**config.mk**
```make
export PLATFORM = sky130hd
export DESIGN_NAME = cdb_arbiter
export DESIGN_NICKNAME = d
export VERILOG_FILES = /design/src/rtl/cdb_arbiter.sv
export SDC_FILE = /design/constraint.sdc
export NUM_CORES = 1
export LEC_CHECK = 0
export CORE_ASPECT_RATIO = 0.9
export CORE_MARGIN = 4
export CORE_UTILIZATION = 51
export DETAILED_ROUTE_END_ITERATION = 12
export GPL_TIMING_DRIVEN = 0
export PLACE_DENSITY = 0.77
export SLEW_MARGIN = 20
export SYNTH_ARGS = -nofsm -noshare
export SYNTH_HDL_FRONTEND = slang
export SYNTH_SLANG_ARGS = --single-unit
```
**constraint.sdc**
```tcl
create_clock -name clk -period 3.5 [get_ports clk]
set_clock_uncertainty 0.2 [all_clocks]
set_input_delay 0.35 -clock clk [delete_from_list [all_inputs] [get_ports clk]]
set_output_delay 0.35 -clock clk [all_outputs]
set_load 0.01 [all_outputs]
```
**src/rtl/cdb_arbiter.sv**
```systemverilog
// cdb_arbiter: buffers completed results from each functional unit in a small
// per-source FIFO and broadcasts at most one per cycle on the registered CDB,
// choosing among non-empty FIFOs in round-robin order. Flush drops everything.
module cdb_arbiter #(
    parameter int unsigned NUM_SRC = 2,
    parameter int unsigned DEPTH   = 2
) (
    input  logic                     clk,
    input  logic                     rst,
    input  logic                     flush,
    input  logic [NUM_SRC-1:0]       src_valid,
    input  logic [NUM_SRC-1:0][15:0] src_data,
    input  logic [NUM_SRC-1:0][2:0]  src_tag,
    output logic [NUM_SRC-1:0]       src_ready,
    output logic [19:0]              cdb_out,
    output logic                     busy
);

    localparam int unsigned AW = $clog2(DEPTH);
    localparam int unsigned CW = $clog2(DEPTH + 1);
    localparam int unsigned SW = $clog2(NUM_SRC);

    localparam logic [CW-1:0] FullCount = CW'(DEPTH);
    localparam logic [SW-1:0] LastSrc   = SW'(NUM_SRC - 1);

    typedef struct packed {
        logic [15:0] data;
        logic [2:0]  tag;
    } entry_t;

    typedef struct packed {
        logic        valid;
        logic [15:0] data;
        logic [2:0]  tag;
    } cdb_t;

    // FIFO storage and bookkeeping, one set per source
    entry_t        mem_q   [NUM_SRC][DEPTH];
    logic [CW-1:0] count_q [NUM_SRC];
    logic [CW-1:0] count_d [NUM_SRC];
    logic [AW-1:0] head_q  [NUM_SRC];
    logic [AW-1:0] head_d  [NUM_SRC];
    logic [AW-1:0] tail_q  [NUM_SRC];
    logic [AW-1:0] tail_d  [NUM_SRC];

    logic [SW-1:0] rr_ptr_q, rr_ptr_d;
    cdb_t          cdb_q, cdb_d;

    logic [NUM_SRC-1:0] nonempty;
    logic [NUM_SRC-1:0] push;
    logic [NUM_SRC-1:0] pop;
    logic               grant_valid;
    logic [SW-1:0]      grant_idx;
    int unsigned        cand;
    logic [SW-1:0]      cand_idx;

    // Status flags come only from registered counts, never from this cycle's pop
    always_comb begin
        busy = 1'b0;
        for (int unsigned i = 0; i < NUM_SRC; i++) begin
            nonempty[i]  = (count_q[i] != '0);
            src_ready[i] = (count_q[i] != FullCount);
            busy         = busy | nonempty[i];
        end
    end

    // Round-robin search from rr_ptr upward over FIFOs non-empty at cycle start
    always_comb begin
        grant_valid = 1'b0;
        grant_idx   = '0;
        cand        = 0;
        cand_idx    = '0;
        for (int unsigned k = 0; k < NUM_SRC; k++) begin
            cand = 32'(rr_ptr_q) + k;
            if (cand >= NUM_SRC) begin
                cand = cand - NUM_SRC;
            end
            cand_idx = SW'(cand);
            if (!grant_valid && nonempty[cand_idx]) begin
                grant_valid = 1'b1;
                grant_idx   = cand_idx;
            end
        end
    end

    // Next-state: pushes, grant pop, CDB word and pointer updates; flush clears all
    always_comb begin
        count_d  = count_q;
        head_d   = head_q;
        tail_d   = tail_q;
        rr_ptr_d = rr_ptr_q;
        cdb_d    = '0;
        push     = '0;
        pop      = '0;

        if (flush) begin
            for (int unsigned i = 0; i < NUM_SRC; i++) begin
                count_d[i] = '0;
                head_d[i]  = '0;
                tail_d[i]  = '0;
            end
            rr_ptr_d = '0;
        end else begin
            push = src_valid & src_ready;

            if (grant_valid) begin
                pop[grant_idx] = 1'b1;
                cdb_d.valid    = 1'b1;
                cdb_d.data     = mem_q[grant_idx][head_q[grant_idx]].data;
                cdb_d.tag      = mem_q[grant_idx][head_q[grant_idx]].tag;
                rr_ptr_d       = (grant_idx == LastSrc) ? '0 : grant_idx + SW'(1);
            end

            // DEPTH is a power of two, so the pointers wrap naturally
            for (int unsigned i = 0; i < NUM_SRC; i++) begin
                if (push[i]) begin
                    tail_d[i] = tail_q[i] + AW'(1);
                end
                if (pop[i]) begin
                    head_d[i] = head_q[i] + AW'(1);
                end
                count_d[i] = count_q[i] + CW'(push[i]) - CW'(pop[i]);
            end
        end
    end

    // Entry storage: written at the tail on an accepted push, no reset needed
    always_ff @(posedge clk) begin
        for (int unsigned i = 0; i < NUM_SRC; i++) begin
            if (push[i]) begin
                mem_q[i][tail_q[i]] <= {src_data[i], src_tag[i]};
            end
        end
    end

    // Control state and the registered CDB word
    always_ff @(posedge clk or posedge rst) begin
        if (rst) begin
            for (int unsigned i = 0; i < NUM_SRC; i++) begin
                count_q[i] <= '0;
                head_q[i]  <= '0;
                tail_q[i]  <= '0;
            end
            rr_ptr_q <= '0;
            cdb_q    <= '0;
        end else begin
            count_q  <= count_d;
            head_q   <= head_d;
            tail_q   <= tail_d;
            rr_ptr_q <= rr_ptr_d;
            cdb_q    <= cdb_d;
        end
    end

    assign cdb_out = cdb_q;

endmodule
```
==> metrics.txt <==
WS Path Type reg2out; Die ar. about 9000 um2; FF-to-FF path depth 7; Sink Count between 100 and 150; Max-Cap Viols 0; Die Span X a little over 100 um; worst hold path class in2reg; RSZ-0062 raised after global routing false; WHS Endpoint count_q[2]$_DFF_PP0_; Layout area overhead 26.08%; post-cts hold buffer count 0; number of H-tree levels 3; HP Start flush; largest net degree at the start of global routing 30; IO buf count between 60 and 70; Final Cell Area between 4000 and 5000 um2; Crit path max-delay family buffers and inverters; Slew Limit Fails 0; Post CTS Setup Buffer Count 0; Worst path max stage delay between 0.4 and 0.5 ns; Critical-path top delay cell clkdlybuf4s50_1; Leak roughly 1.9 nW; critical path startpoint category register; crit path time final around 2.2 ns; Critical Path RT ~3.0 ns; Crit Reg-Reg Endpoint count_q[2]$_DFF_PP0_; first-pass GRT wire length roughly 11 mm; row count 30; layout cells sized above 1 17.21%; maximum VDD drop 0.3145 mV; Max Freq about 450 MHz; post-cts resize count 0; synthesized cell area 3929 um2; DP Area approximately 4800 um2; FF-to-FF setup slack approximately 1.4 ns; CTS tree done; PwrDens around 720 nW/um2; post-synthesis async set-or-reset flop share 27.62%; EDFF count, synth between 70 and 80; WP depth 3; syn_nets ~270; initial core utilization approximately 52%; iteration-0 DRC count of the detailed router between 60 and 70; I/O Pins between 60 and 70; ANT cells 0; initial antenna violation count 0; Root Buffer clkbuf_8; drc violations 0; overall power approximately 0.0036 W; commonest cells after routing, fill and taps aside edfxtp_1, clkdlybuf4s50_1, dfrtp_1; chip height 91.27 um; Mapped Cells 220; via count 2134; total gr overflow 0; CTS Buf Count 9; Final #Nets 350; GPL Wtd Cong 0.7339; status complete, no violations; register bit total from synthesis about 110; normalized max-slew margin 52.29%; post-synthesis sequential area ratio between 70% and 80%; Final ANT Viol Nets 0; crit path from count_q[1]$_DFF_PP0_; yosys warns 0; Fill cells 538; TNS Setup 0 ns; Vias per Instance between 5 and 6; critical path capture point type primary output; Detail Placement HPWL ~5.2 mm; vias in the first global route about 2.2k; clk_lat worst skew 0.36 ns; Avg Synthesized Cell Area approximately 18 um2; Critical Path AT roughly 1.7 ns; Setup violations, final 0; worst path buffer plus inverter count 1; final wirelength between 7 and 8 mm; cells along the critical path nor2_1 -> nand2_1 -> clkdlybuf4s50_1; Main synth FF type edfxtp_1; most common cell after layout, fill and taps aside edfxtp_1; CTS Buffer Depth 2; First-pass DRT Iterations 4; count of cell types in the netlist 29; hold depth 2; worst flop-to-flop path startpoint count_q[1]$_DFF_PP0_; Final Hold Fails 0; Routed wire per std cell about 18 um; Max FO, Critical Path 4; crit share post-route 63.67%; Worst Max-Slew Pin Slew around 0.71 ns; core footprint 7507 um2; Total GRT Usage around 17%; Clk pin slew, worst setup/hold paths 0.10 ns
-- registers in the layout, indices dropped and copies added, names as in the netlist --
signal	flops
cdb_out	20
count_q	4
head_q	2
mem_q	76
rr_ptr_q	1
tail_q	2
-- layer usage --
layer	part of all wire, %	global-route usage (%)	vias to the layer above
met5	0	0	-
met4	1.2	5.051	0
met3	5.2	4.992	9
met2	54	29.86	54
met1	40	19.74	1058
li1	-	-	1013
-- through the flow --
| stage | setup slack [ns] | std cells | hold slack, ns | util, % |
|---|---|---|---|---|
| floorplan | 0.6820 | 220 | 0.2281 | - |
| CTS | 1.246 | 404 | 0.08163 | 65.98 |
| detailed placement | 1.179 | 388 | 0.2478 | 63.63 |
| finish | 1.272 | 404 | 0.09383 | 65.98 |
| global placement | -0.6629 | 380 | 0.2512 | 62.47 |
| global route | 1.175 | 404 | 0.09216 | 65.98 |
-- area by class of cell --
cell class	count	area [um2]	share of cell area [%]
sequential	105	3008	60.72
multi-input combinational	101	850.8	17.18
clock inverter	6	48.80	0.9851
timing repair buffer	72	708.2	14.30
clock buffer	10	127.6	2.576
tap	96	120.1	2.425
inverter	5	18.77	0.3789
buffer	9	71.32	1.440
-- power breakdown --
group / switching (W) / leakage (nW) / internal, W
registers: 0.0000993 / 1.08 / 0.00155
logic: 0.000625 / 0.710 / 0.000602
clock network: 0.000408 / 0.0872 / 0.000269
total: 0.00113 / 1.88 / 0.00242
-- cells in the mapped netlist (2+ instances only) --
master / count / area share (%)
buf_6: 4 / 1.1
mux2i_1: 20 / 5.1
xor2_1: 4 / 0.89
edfxtp_1: 76 / 58
a21oi_1: 2 / 0.25
nor2b_1: 3 / 0.48
nor3_1: 2 / 0.25
a32oi_1: 18 / 4.0
nor3b_1: 2 / 0.38
buf_2: 3 / 0.38
inv_1: 4 / 0.38
ha_1: 4 / 1.3
nand2_1: 3 / 0.29
dfrtp_1: 29 / 18
o21ai_2: 11 / 2.5
nand2b_1: 2 / 0.32
nor2_1: 11 / 1.1
o21ai_0: 8 / 1.0
xnor2_1: 4 / 0.89
-- kinds of logic (layout without fill, tap and decap cells) --
| kind of cell | count (synthesis) | count (layout) | synth area share, % |
|---|---|---|---|
| flops | 105 | 105 | 76.56 |
| compound gates | 43 | 43 | 9.300 |
| simple gates | 26 | 26 | 3.694 |
| mux | 20 | 20 | 5.095 |
| buf+inv | 14 | 102 | 2.293 |
| xor+xnor | 8 | 8 | 1.783 |
| fa+ha+maj | 4 | 4 | 1.274 |
-- worst max path at each step --
stage / to / slack, ns
finish: busy / 1.27
global route: busy / 1.18
CTS: busy / 1.25
detailed placement: mem_q[1][17]$_DFFE_PP_ / 1.18
global placement: mem_q[0][2]$_DFFE_PP_ / -0.66
floorplan: mem_q[0][0]$_DFFE_PP_ / 0.68
(Power assumes the default switching activity.)
